`config.mk`:
```
export PLATFORM = sky130hd
export DESIGN_NAME = axi_read_mux
export DESIGN_NICKNAME = d
export VERILOG_FILES = /design/src/rtl/axi_read_mux_pkg.sv /design/src/rtl/axi_rd_arbiter.sv /design/src/rtl/axi_read_mux.sv
export SDC_FILE = /design/constraint.sdc
export NUM_CORES = 1
export LEC_CHECK = 0
export BUFFER_PORTS_ARGS = -buffer_cell sky130_fd_sc_hd__buf_2
export CAP_MARGIN = 5
export CORE_MARGIN = 4
export CORE_UTILIZATION = 32
export CTS_CLUSTER_SIZE = 16
export DETAILED_ROUTE_END_ITERATION = 16
export GPL_TIMING_DRIVEN = 0
export HOLD_SLACK_MARGIN = 0.08
export PLACE_DENSITY = 0.62
export SKIP_LAST_GASP = 1
export SYNTH_ARGS = -nofsm -noshare
export SYNTH_HDL_FRONTEND = slang
export SYNTH_SLANG_ARGS = --single-unit
```
`constraint.sdc`:
```
create_clock -name clk -period 2 [get_ports clk]
set_input_delay 0.1 -clock clk [delete_from_list [all_inputs] [get_ports clk]]
set_output_delay 0.1 -clock clk [all_outputs]
set_load 0.005 [all_outputs]
```
`src/rtl/axi_read_mux_pkg.sv`:
```
// Shared AXI3 encodings and AR state codes for the multi-port read master.
package axi_read_mux_pkg;

   localparam int         ID_W             = 4;

   localparam logic [1:0] AXI_BURST_INCR   = 2'b01;
   localparam logic [1:0] AXI_LOCK_NORMAL  = 2'b00;
   localparam logic [3:0] AXI_CACHE_NONE   = 4'b0000;
   localparam logic [2:0] AXI_PROT_DEFAULT = 3'b001;

   // AR channel state codes
   localparam logic [0:0] AR_IDLE          = 1'b0;
   localparam logic [0:0] AR_SEND          = 1'b1;

   // arsize encoding for a given data bus width in bits
   function automatic logic [2:0] axi_size(input int data_w);
      return 3'($clog2(data_w / 8));
   endfunction

endpackage

```
`src/rtl/axi_rd_arbiter.sv`:
```
// Fixed-priority or round-robin arbiter over the eligible requester vector.
// The round-robin pointer lives here and advances past the winner whenever
// the grant is taken (enable high with a non-empty eligible vector).
module axi_rd_arbiter
   import axi_read_mux_pkg::*;
#(
   parameter int N       = 2,
   parameter int RR_MODE = 0
) (
   input  logic            clk,
   input  logic            reset,
   input  logic [N-1:0]    eligible,
   input  logic            enable,
   output logic [N-1:0]    grant,
   output logic [ID_W-1:0] grant_idx,
   output logic            any
);

   logic [ID_W-1:0] ptr_q;
   logic [15:0]     elig_pad;
   logic [4:0]      cand;

   assign elig_pad = 16'(eligible);

   // Scan from index 0 (fixed) or from the pointer with wrap (round-robin)
   always_comb begin
      any       = 1'b0;
      grant_idx = '0;
      grant     = '0;
      cand      = '0;
      for (int i = 0; i < N; i++) begin
         cand = 5'(i);
         if (RR_MODE != 0) begin
            cand = 5'(ptr_q) + 5'(i);
            if (cand >= 5'(N)) cand = cand - 5'(N);
         end
         if (!any && elig_pad[cand[3:0]]) begin
            any       = 1'b1;
            grant_idx = cand[3:0];
         end
      end
      for (int p = 0; p < N; p++) begin
         grant[p] = any && (grant_idx == ID_W'(p));
      end
   end

   // Pointer moves to the port after the one just granted
   always_ff @(posedge clk or negedge reset) begin
      if (!reset) begin
         ptr_q <= '0;
      end else if ((RR_MODE != 0) && enable && any) begin
         ptr_q <= (grant_idx == ID_W'(N - 1)) ? '0 : grant_idx + ID_W'(1);
      end
   end

endmodule

```
`src/rtl/axi_read_mux.sv`:
```
// AXI3 read master multiplexing NUM_PORTS requesters onto one AR/R pair.
// Each requester may have one read outstanding; R beats are routed by RID.
//
// Handshakes: every channel transfers on a cycle where valid & ready are both
// high. A valid, once raised, is held with its payload stable until the
// transfer; ready may depend combinationally on valid and may toggle freely.
module axi_read_mux
   import axi_read_mux_pkg::*;
#(
   parameter int NUM_PORTS = 2,
   parameter int ADDR_W    = 32,
   parameter int DATA_W    = 32,
   parameter int RR_MODE   = 0
) (
   input  logic                      clk,
   input  logic                      reset,
   input  logic [NUM_PORTS-1:0]      req_valid,
   output logic [NUM_PORTS-1:0]      req_ready,
   input  logic [NUM_PORTS*ADDR_W-1:0] req_addr,
   input  logic [NUM_PORTS*4-1:0]    req_len,
   output logic [NUM_PORTS-1:0]      resp_valid,
   input  logic [NUM_PORTS-1:0]      resp_ready,
   output logic [DATA_W-1:0]         resp_data,
   output logic                      resp_last,
   output logic                      resp_err,
   output logic                      proto_err,
   output logic [ID_W-1:0]           arid,
   output logic [ADDR_W-1:0]         araddr,
   output logic [3:0]                arlen,
   output logic [2:0]                arsize,
   output logic [1:0]                arburst,
   output logic [1:0]                arlock,
   output logic [3:0]                arcache,
   output logic [2:0]                arprot,
   output logic                      arvalid,
   input  logic                      arready,
   input  logic [ID_W-1:0]           rid,
   input  logic [DATA_W-1:0]         rdata,
   input  logic [1:0]                rresp,
   input  logic                      rlast,
   input  logic                      rvalid,
   output logic                      rready,
   output logic [0:0]                dbg_ar_state,
   output logic [NUM_PORTS-1:0]      dbg_busy
);

   logic [0:0]           ar_state_q;
   logic [NUM_PORTS-1:0] busy_q;
   logic [3:0]           cnt_q [NUM_PORTS];

   logic [NUM_PORTS-1:0] eligible;
   logic [NUM_PORTS-1:0] grant;
   logic [ID_W-1:0]      grant_idx;
   logic                 grant_any;
   logic                 ar_accept;
   logic [ADDR_W-1:0]    sel_addr;
   logic [3:0]           sel_len;

   logic                 hit;
   logic [NUM_PORTS-1:0] hit_oh;
   logic [3:0]           sel_cnt;
   logic                 sel_rdy;
   logic                 beat;
   logic                 beat_err;
   logic                 unused_rresp;

   assign arsize       = axi_size(DATA_W);
   assign arburst      = AXI_BURST_INCR;
   assign arlock       = AXI_LOCK_NORMAL;
   assign arcache      = AXI_CACHE_NONE;
   assign arprot       = AXI_PROT_DEFAULT;
   assign dbg_ar_state = ar_state_q;
   assign dbg_busy     = busy_q;

   // A port with a read in flight cannot request again until its last beat
   assign eligible  = req_valid & ~busy_q;
   assign ar_accept = (ar_state_q == AR_IDLE) && grant_any;
   assign req_ready = (ar_state_q == AR_IDLE) ? grant : '0;

   axi_rd_arbiter #(
      .N       (NUM_PORTS),
      .RR_MODE (RR_MODE)
   ) u_arb (
      .clk       (clk),
      .reset     (reset),
      .eligible  (eligible),
      .enable    (ar_state_q == AR_IDLE),
      .grant     (grant),
      .grant_idx (grant_idx),
      .any       (grant_any)
   );

   // Pick the granted port's address and length
   always_comb begin
      sel_addr = '0;
      sel_len  = '0;
      for (int p = 0; p < NUM_PORTS; p++) begin
         if (grant[p]) begin
            sel_addr = req_addr[p*ADDR_W +: ADDR_W];
            sel_len  = req_len[p*4 +: 4];
         end
      end
   end

   // Decode RID against the busy ports
   always_comb begin
      hit     = 1'b0;
      hit_oh  = '0;
      sel_cnt = '0;
      sel_rdy = 1'b0;
      for (int p = 0; p < NUM_PORTS; p++) begin
         if ((rid == ID_W'(p)) && busy_q[p]) begin
            hit       = 1'b1;
            hit_oh[p] = 1'b1;
            sel_cnt   = cnt_q[p];
            sel_rdy   = resp_ready[p];
         end
      end
   end

   // Beats for no busy port are swallowed so the interconnect never stalls
   assign rready       = hit ? sel_rdy : rvalid;
   assign resp_valid   = rvalid ? hit_oh : '0;
   assign resp_data    = rdata;
   assign resp_last    = rlast;
   assign resp_err     = rresp[1];
   assign unused_rresp = rresp[0];
   assign beat         = rvalid && rready;
   assign beat_err     = beat && (hit ? (rlast != (sel_cnt == 4'd0)) : 1'b1);

   // AR channel: capture the winner, then hold it until arready
   always_ff @(posedge clk or negedge reset) begin
      if (!reset) begin
         ar_state_q <= AR_IDLE;
         arvalid    <= 1'b0;
         araddr     <= '0;
         arlen      <= '0;
         arid       <= '0;
      end else if (ar_state_q == AR_IDLE) begin
         if (grant_any) begin
            araddr     <= sel_addr;
            arlen      <= sel_len;
            arid       <= grant_idx;
            arvalid    <= 1'b1;
            ar_state_q <= AR_SEND;
         end
      end else if (arready) begin
         arvalid    <= 1'b0;
         ar_state_q <= AR_IDLE;
      end
   end

   // Per-port busy flag and remaining-beat counter, plus the error pulse
   always_ff @(posedge clk or negedge reset) begin
      if (!reset) begin
         busy_q    <= '0;
         proto_err <= 1'b0;
         for (int p = 0; p < NUM_PORTS; p++) cnt_q[p] <= '0;
      end else begin
         proto_err <= beat_err;
         for (int p = 0; p < NUM_PORTS; p++) begin
            if (ar_accept && grant[p]) begin
               busy_q[p] <= 1'b1;
               cnt_q[p]  <= sel_len;
            end else if (beat && hit_oh[p]) begin
               if (rlast) busy_q[p] <= 1'b0;
               else if (cnt_q[p] != 4'd0) cnt_q[p] <= cnt_q[p] - 4'd1;
            end
         end
      end
   end

endmodule

```
==> summary.md, run 1 <==
| Metric | Value |
|---|---|
| Status | finished, final reports clean |
| Worst-Margin Slew | 1.12 ns |
| Area of the die | 10700 µm² |
| Port Buf Inserts | 165 |
| Syn-to-layout area delta | 42.5% |
| Largest net degree at the start of global routing | 51 |
| Max Clock Skew | 0.00398 ns |
| Critical path destination | req_ready[1] |
| Ant. Diodes | 0 |
| Clock H-tree levels | 2 |
| Post-synthesis xor/xnor area fraction | 0 |
| Crit path required time | 1.90 ns |
| Post-synthesis simple-gate area fraction | 0.151 |
| Remaining DRCs | 0 |
| Worst setup SP type | register |
| DR pass1 iterations | 4 |
| Num ports | 217 |
| RSZ-0062 raised after global routing | yes |
| All-Layer GR Usage | 0.154 |
| Remaining antenna violation count | 0 |
| Minimum clock period | 1.93 ns |
| Cell count after placement | 611 |
| # nets final | between 600 and 700 |
| Core Rows | 34 |
| Share of cells above drive strength 1 | 0.470 |
| Setup violators final | 0 |
| Syn Std Cell Area | 2900 µm² |
| Vias post-DR | 2980 |
| Post-synthesis adder-cell area fraction | 0.0173 |
| Wire per inst | approximately 14 µm |
| Synth Area per Inst | 8.98 µm² |
| Fin. max-slew vios | 0 |
| Final hold vios | 0 |
| Worst vdd ir | 0.383 mV |
| CTS Buffer Depth | 2 |
| Iter 0 DRT Violations | between 80 and 90 |
| Leak Pwr | roughly 0.0021 µW |
| FILL cells | ~890 |
| Vias in the first global route | about 2700 |
| Area of the multi-input gates | 1230 µm² |
| Main combinational cell family by area after synthesis | compound AO/OA/AOI/OAI gates |
| Root Driver | clkbuf_8 |
| First-pass GRT wire length | 13100 µm |
| Worst r2r src | dbg_busy[0] |
| Fmax | just over 500 MHz |
| Seq/Total Area, Yosys | 0.431 |
| Slew margin rel. | 0.252 |
| Peak per-stage delay on the critical path | 0.47 ns |
| Pwr dens | 1110 nW/µm² |
| Post-synth EDFFs | 0 |
| RR Endpoint | araddr[9] |
| Synth Instances | 323 |
| HP Class | input port to register |
| Finished Core Util | 0.472 |
| Drt total wl | 9020 µm |
| Die Width | 103 µm |
| CTS Buf Count | 5 |
| Reg clk slew, reported paths | 0.09 ns |
| Post-Layout Cell Count | 629 |
| Antenna violations before repair | 0 |
| CP startpoint | dbg_busy[1] |
| Via density | 4.74 |
| R2r setup slk | around 0.18 ns |
| GRT overflow | 0 |
| Reg2Reg Depth | 6 |
| Crit-path cells | nand2b_1 -> or3_1 -> clkbuf_1 -> inv_2 -> buf_2 |
| Crit path capture type | primary output |
| Clk sinks | 50 |
| Crit path kind | register to primary output |
| Max stage delay cell, worst path | dfrtp_2 |
| Critical path data arrival time | 1.83 ns |
| Post-synthesis async set-or-reset flop share | 1.00 |
| Synth Warn # | 0 |
| FF/Latch Area | 1250 µm² |
| TritonCTS clock tree | built |
| Core Area | 8760 µm² |
| Compound-Gate Fraction of Synth Area | 0.231 |
| Mux contribution to synthesized area | 0 |
| Clock Latency Late Sink | roughly 0.30 ns |
| Yosys reg bits | 50 |
| Final period util | 0.965 |
| Dpl hpwl | a little over 7000 µm |
| MaxCap Viol Count | 0 |
| Gpl congestion | 0.752 |
| Synth unique cells | 39 |
| Final Hold Slack | 0.0894 ns |
| Initial Utilization | 0.331 |
| Critical Path Fanout Max | 7 |
| Most used DFF post-synth | dfrtp_1 |
| Die span in y | approximately 100 µm |
==> cell type report <==
class,count,share of cell area
sequential,50,0.303
multi-input combinational,212,0.298
timing repair buffer,175,0.223
buffer,67,0.109
tap,108,0.0327
clock buffer,6,0.0176
clock inverter,2,0.00908
inverter,9,0.00817
==> stage by stage <==
step / area [µm²] / TNS, ns / total power (µW) / worst slack [ns]
6_report: 4130 / 0 / 4600 / 0.0700
5_1_grt: 4130 / -0.0323 / 5020 / -0.0208
4_1_cts: 4110 / 0 / 4660 / 0.0386
3_5_place_dp: 3920 / 0 / 3910 / 0.0649
3_3_place_gp: 3920 / 0 / 3840 / 0.161
2_1_floorplan: 2960 / 0 / 2980 / 0.476
==> routing by layer <==
layer  vias to the layer above  track usage  wire (µm)
met1                      1378        0.188       3520
met5                         -            0          0
li1                       1466            -          -
met3                         5       0.0282        832
met4                         0       0.0269         30
met2                       131        0.284       4630
==> synthesized netlist by cell type, drive strengths merged, types with 3 or more instances <==
cell / number / area share
inv: 9 / 0.012
nor3: 3 / 0.0069
buf: 55 / 0.14
a22oi: 36 / 0.093
nand2: 11 / 0.014
and2: 3 / 0.0065
nand2b: 4 / 0.0086
ha: 4 / 0.017
dfrtp: 50 / 0.43
clkbuf: 12 / 0.016
a31oi: 5 / 0.011
a31o: 4 / 0.012
nand3: 10 / 0.017
nor2: 49 / 0.064
a21oi: 41 / 0.072
==> critical path, delay by kind of cell, from the launching register on <==
kind	cells	cell delay, ns
buffers and inverters	3	0.46
flip-flops	1	0.47
AND/OR/NAND/NOR	2	0.61
==> report_power, final <==
group / internal [µW] / switching (µW) / leakage [µW] / total, µW
Combinational: 970 / 1090 / 0.00146 / 2060
Sequential: 1520 / 311 / 0.000579 / 1830
Clock: 374 / 342 / 0.0000514 / 716
==> what timing repair did <==
item / CTS / global route
hold buffers: 8 / 0
pin swaps: 0 / 0
setup endpoints to repair: 1 / 35
gates resized for setup: 1 / 6
hold endpoints to repair: 58 / 0
buffers inserted: 0 / 2
==> layout by cell type, fill, tap and decap left out, types with 10 or more instances in the layout <==
cell,count
buf_4,53
clkbuf_1,11
nor2_1,48
conb_1,17
buf_2,169
nand2_1,11
nand3_1,10
a22oi_1,36
dfrtp_1,49
a21oi_1,40
==> flip-flops by register name (all words and copies together) (netlist names) <==
register and flops:
araddr 32, cnt_q 8, arlen 4, dbg_busy 2
arid 1, arvalid 1, dbg_ar_state 1, proto_err 1
==> logic make-up (layout without fill, tap and decap cells) <==
logic type	Yosys count	after routing
adders and majority gates	4	4
DFF	50	50
buffers and inverters	76	259
AOI/OAI and AO/OA	99	99
other	2	17
and+or+nand+nor	92	92
==> worst min path at each step <==
stage | slack (ns) | cells past startpoint | start | endpoint
after floorplan | -0.20 | 0 | reset | araddr[0]
after global placement | 0.29 | 2 | arready | arvalid
after detailed placement | 0.29 | 2 | arready | arvalid
after CTS | 0.08 | 3 | req_len[2] | cnt_q[6]
after global routing | 0.09 | 3 | req_len[2] | cnt_q[6]
final | 0.09 | 3 | req_len[2] | cnt_q[6]
Note: power is estimated with default switching activity, not from simulation.
==> run 2: changes to the inputs <==
--- a/config.mk
+++ b/config.mk
@@ -8,13 +8,14 @@
 export BUFFER_PORTS_ARGS = -buffer_cell sky130_fd_sc_hd__buf_2
 export CAP_MARGIN = 5
 export CORE_MARGIN = 4
-export CORE_UTILIZATION = 32
+export CORE_UTILIZATION = 41
 export CTS_CLUSTER_SIZE = 16
 export DETAILED_ROUTE_END_ITERATION = 16
 export GPL_TIMING_DRIVEN = 0
 export HOLD_SLACK_MARGIN = 0.08
-export PLACE_DENSITY = 0.62
+export PLACE_DENSITY = 0.78
 export SKIP_LAST_GASP = 1
+export SLEW_MARGIN = 5
 export SYNTH_ARGS = -nofsm -noshare
 export SYNTH_HDL_FRONTEND = slang
 export SYNTH_SLANG_ARGS = --single-unit
==> run 2 against run 1 <==
Compared with the run above:
- combinational power hardly changed
- non-clock buffer count down 2
- routed wire length fell by 6.5%
- global-route usage up 4.0 points
==> summary.md, run 2 (same netlist as run 1, synthesis figures left out) <==
| Metric | Value |
|---|---|
| Status | finished, final reports clean |
| CTS Buf Count | 5 |
| RSZ-0062 raised after global routing | yes |
| FF/Latch Area | 1250 µm² |
| Vias in the first global route | roughly 2900 |
| Worst setup SP type | register |
| Area of the multi-input gates | ~1200 µm² |
| Antenna violations before repair | 0 |
| Fin. max-slew vios | 0 |
| Initial Utilization | 0.425 |
| Final hold vios | 0 |
| Dpl hpwl | 6780 µm |
| CTS Buffer Depth | 2 |
| Worst vdd ir | 0.422 mV |
| Remaining DRCs | 0 |
| Iter 0 DRT Violations | 105 |
| HP Class | input port to register |
| TritonCTS clock tree | built |
| Finished Core Util | 0.605 |
| Clock Latency Late Sink | 0.30 ns |
| Num ports | about 220 |
| Gpl congestion | 0.867 |
| Switch Pwr | 1690 µW |
| Leak Pwr | 0.00210 µW |
| FILL cells | 644 |
| Minimum clock period | 1.91 ns |
| HP Start | req_len[3] |
| Die span in y | 92.1 µm |
| Clk sinks | 50 |
| Setup violators final | 0 |
| Number of flip-flops in the largest register | 32 |
| Crit path required time | ~1.9 ns |
| Biggest register | araddr |
| GRT overflow | 0 |
| Remaining antenna violation count | 0 |
| Final period util | 0.953 |
| Critical path data arrival time | roughly 1.8 ns |
| Worst-Margin Slew | 1.11 ns |
| Die Width | 92.1 µm |
| Critical Path Fanout Max | 7 |
| Clock power share | 0.185 |
| Largest net degree at the start of global routing | a little over 50 |
| CP startpoint | dbg_busy[1] |
| Max stage delay cell, worst path | dfrtp_1 |
| Net Sw Frac | 0.359 |
| Commonest non-fill, non-tap cell in the layout | buf_2 |
| Core Area | 6830 µm² |
| Area of the die | approximately 8500 µm² |
| Top Registers | araddr: 32 flops, cnt_q: 8 flops, arlen: 4 flops |
| Syn-to-layout area delta | 42.4% |
| All-Layer GR Usage | 0.194 |
| Fmax | 525 MHz |
| Placement Setup Slack | 0.105 ns |
| Ant. Diodes | 0 |
| Core Rows | 30 |
| Via density | between 4 and 5 |
| Drt total wl | roughly 8400 µm |
| Share of cells above drive strength 1 | 0.472 |
| Root Driver | clkbuf_8 |
| Port Buf Inserts | 165 |
| Vias post-DR | 2961 |
| Max Clock Skew | 0.00495 ns |
| DR pass1 iterations | 4 |
| Crit-path cells | nand2b_1 -> or3_1 -> clkbuf_1 -> inv_2 -> buf_2 |
| Slew margin rel. | 0.259 |
| Worst r2r src | dbg_busy[1] |
| Pwr dens | 1140 nW/µm² |
| Fraction of power consumed by sequential logic | 0.384 |
| Peak per-stage delay on the critical path | 0.45 ns |
| Commonest cells after routing, fill and taps aside | buf_2 (169), buf_4 (51), dfrtp_1 (50) |
| Worst Slack Setup Final | around 0.094 ns |
| Combinational power share | 0.432 |
| Reg clk slew, reported paths | 0.09 ns |
| Clock H-tree levels | 2 |
| First-pass GRT wire length | between 10000 and 15000 µm |
| Wire per inst | 13.7 µm |
| Crit path capture type | primary output |
| Internal power | slightly above 3000 µW |
| MaxCap Viol Count | 0 |
| Crit path kind | register to primary output |
| # nets final | 641 |
run 2: cell count changes in the layout (fill, tap and decap cells not counted), sizes merged:
cell | previous run | this run
clkbuf | 18 | 17
buf | 222 | 221
bufinv | 1 | 2
clkinvlp | 1 | 0
run 2: power by group through the flow:
stage	Combinational (µW)	Sequential (µW)	Clock, µW
floorplan	1120	1860	0
global placement	1990	1810	0
detailed placement	2050	1830	0
CTS	2070	1810	894
global route	2300	1880	938
finish	2030	1810	869
run 2: path summary, 6_finish.rpt:
path                       depth (start not counted)  slack (ns)            to
min in group asynchronous                          2        0.55    araddr[15]
hold reg to reg                                    2        0.49       arid[0]
hold / removal                                     3        0.09      cnt_q[7]
max in group asynchronous                          2        0.78    araddr[31]
setup / recovery                                   5        0.09  req_ready[1]
setup reg to reg                                   4        0.17    araddr[25]
run 2: what timing repair did:
action,CTS,global route
gates resized for setup,0,10
hold buffers,8,0
endpoints found under the setup margin,0,35
endpoints found under the hold margin,58,0
buffers inserted,0,0
run 2: critical path, delay by kind of cell (launching register included):
| family | cells | cell delay, ns |
|---|---|---|
| buf+inv | 3 | 0.45 |
| simple gates | 2 | 0.61 |
| flops | 1 | 0.45 |
run 2: metal layers:
layer	GRT usage	routed length, µm	vias up
met1	0.239	3350	1347
met5	0	0	-
met2	0.342	4270	142
met4	0.0470	71	0
li1	-	-	1464
met3	0.0435	734	8
run 2: area by class of cell:
cell class	count	share of cell area
inverter	9	0.00818
buffer	67	0.110
sequential	50	0.303
clock inverter	2	0.0145
multi-input combinational	212	0.296
tap	96	0.0291
clock buffer	6	0.0200
timing repair buffer	173	0.219
run 2: per-stage QoR:
stage / TNS, ns / total power (µW) / instance area [µm²] / hold slack, ns / std cells
finish: 0 / 4710 / 4130 / 0.0898 / 615
global route: -0.0641 / 5120 / 4130 / 0.0838 / 615
CTS: 0 / 4770 / 4130 / 0.0814 / 615
detailed placement: 0 / 3880 / 3900 / 0.296 / 599
global placement: 0 / 3800 / 3900 / 0.295 / 599
floorplan: 0 / 2980 / 2960 / -0.196 / 338
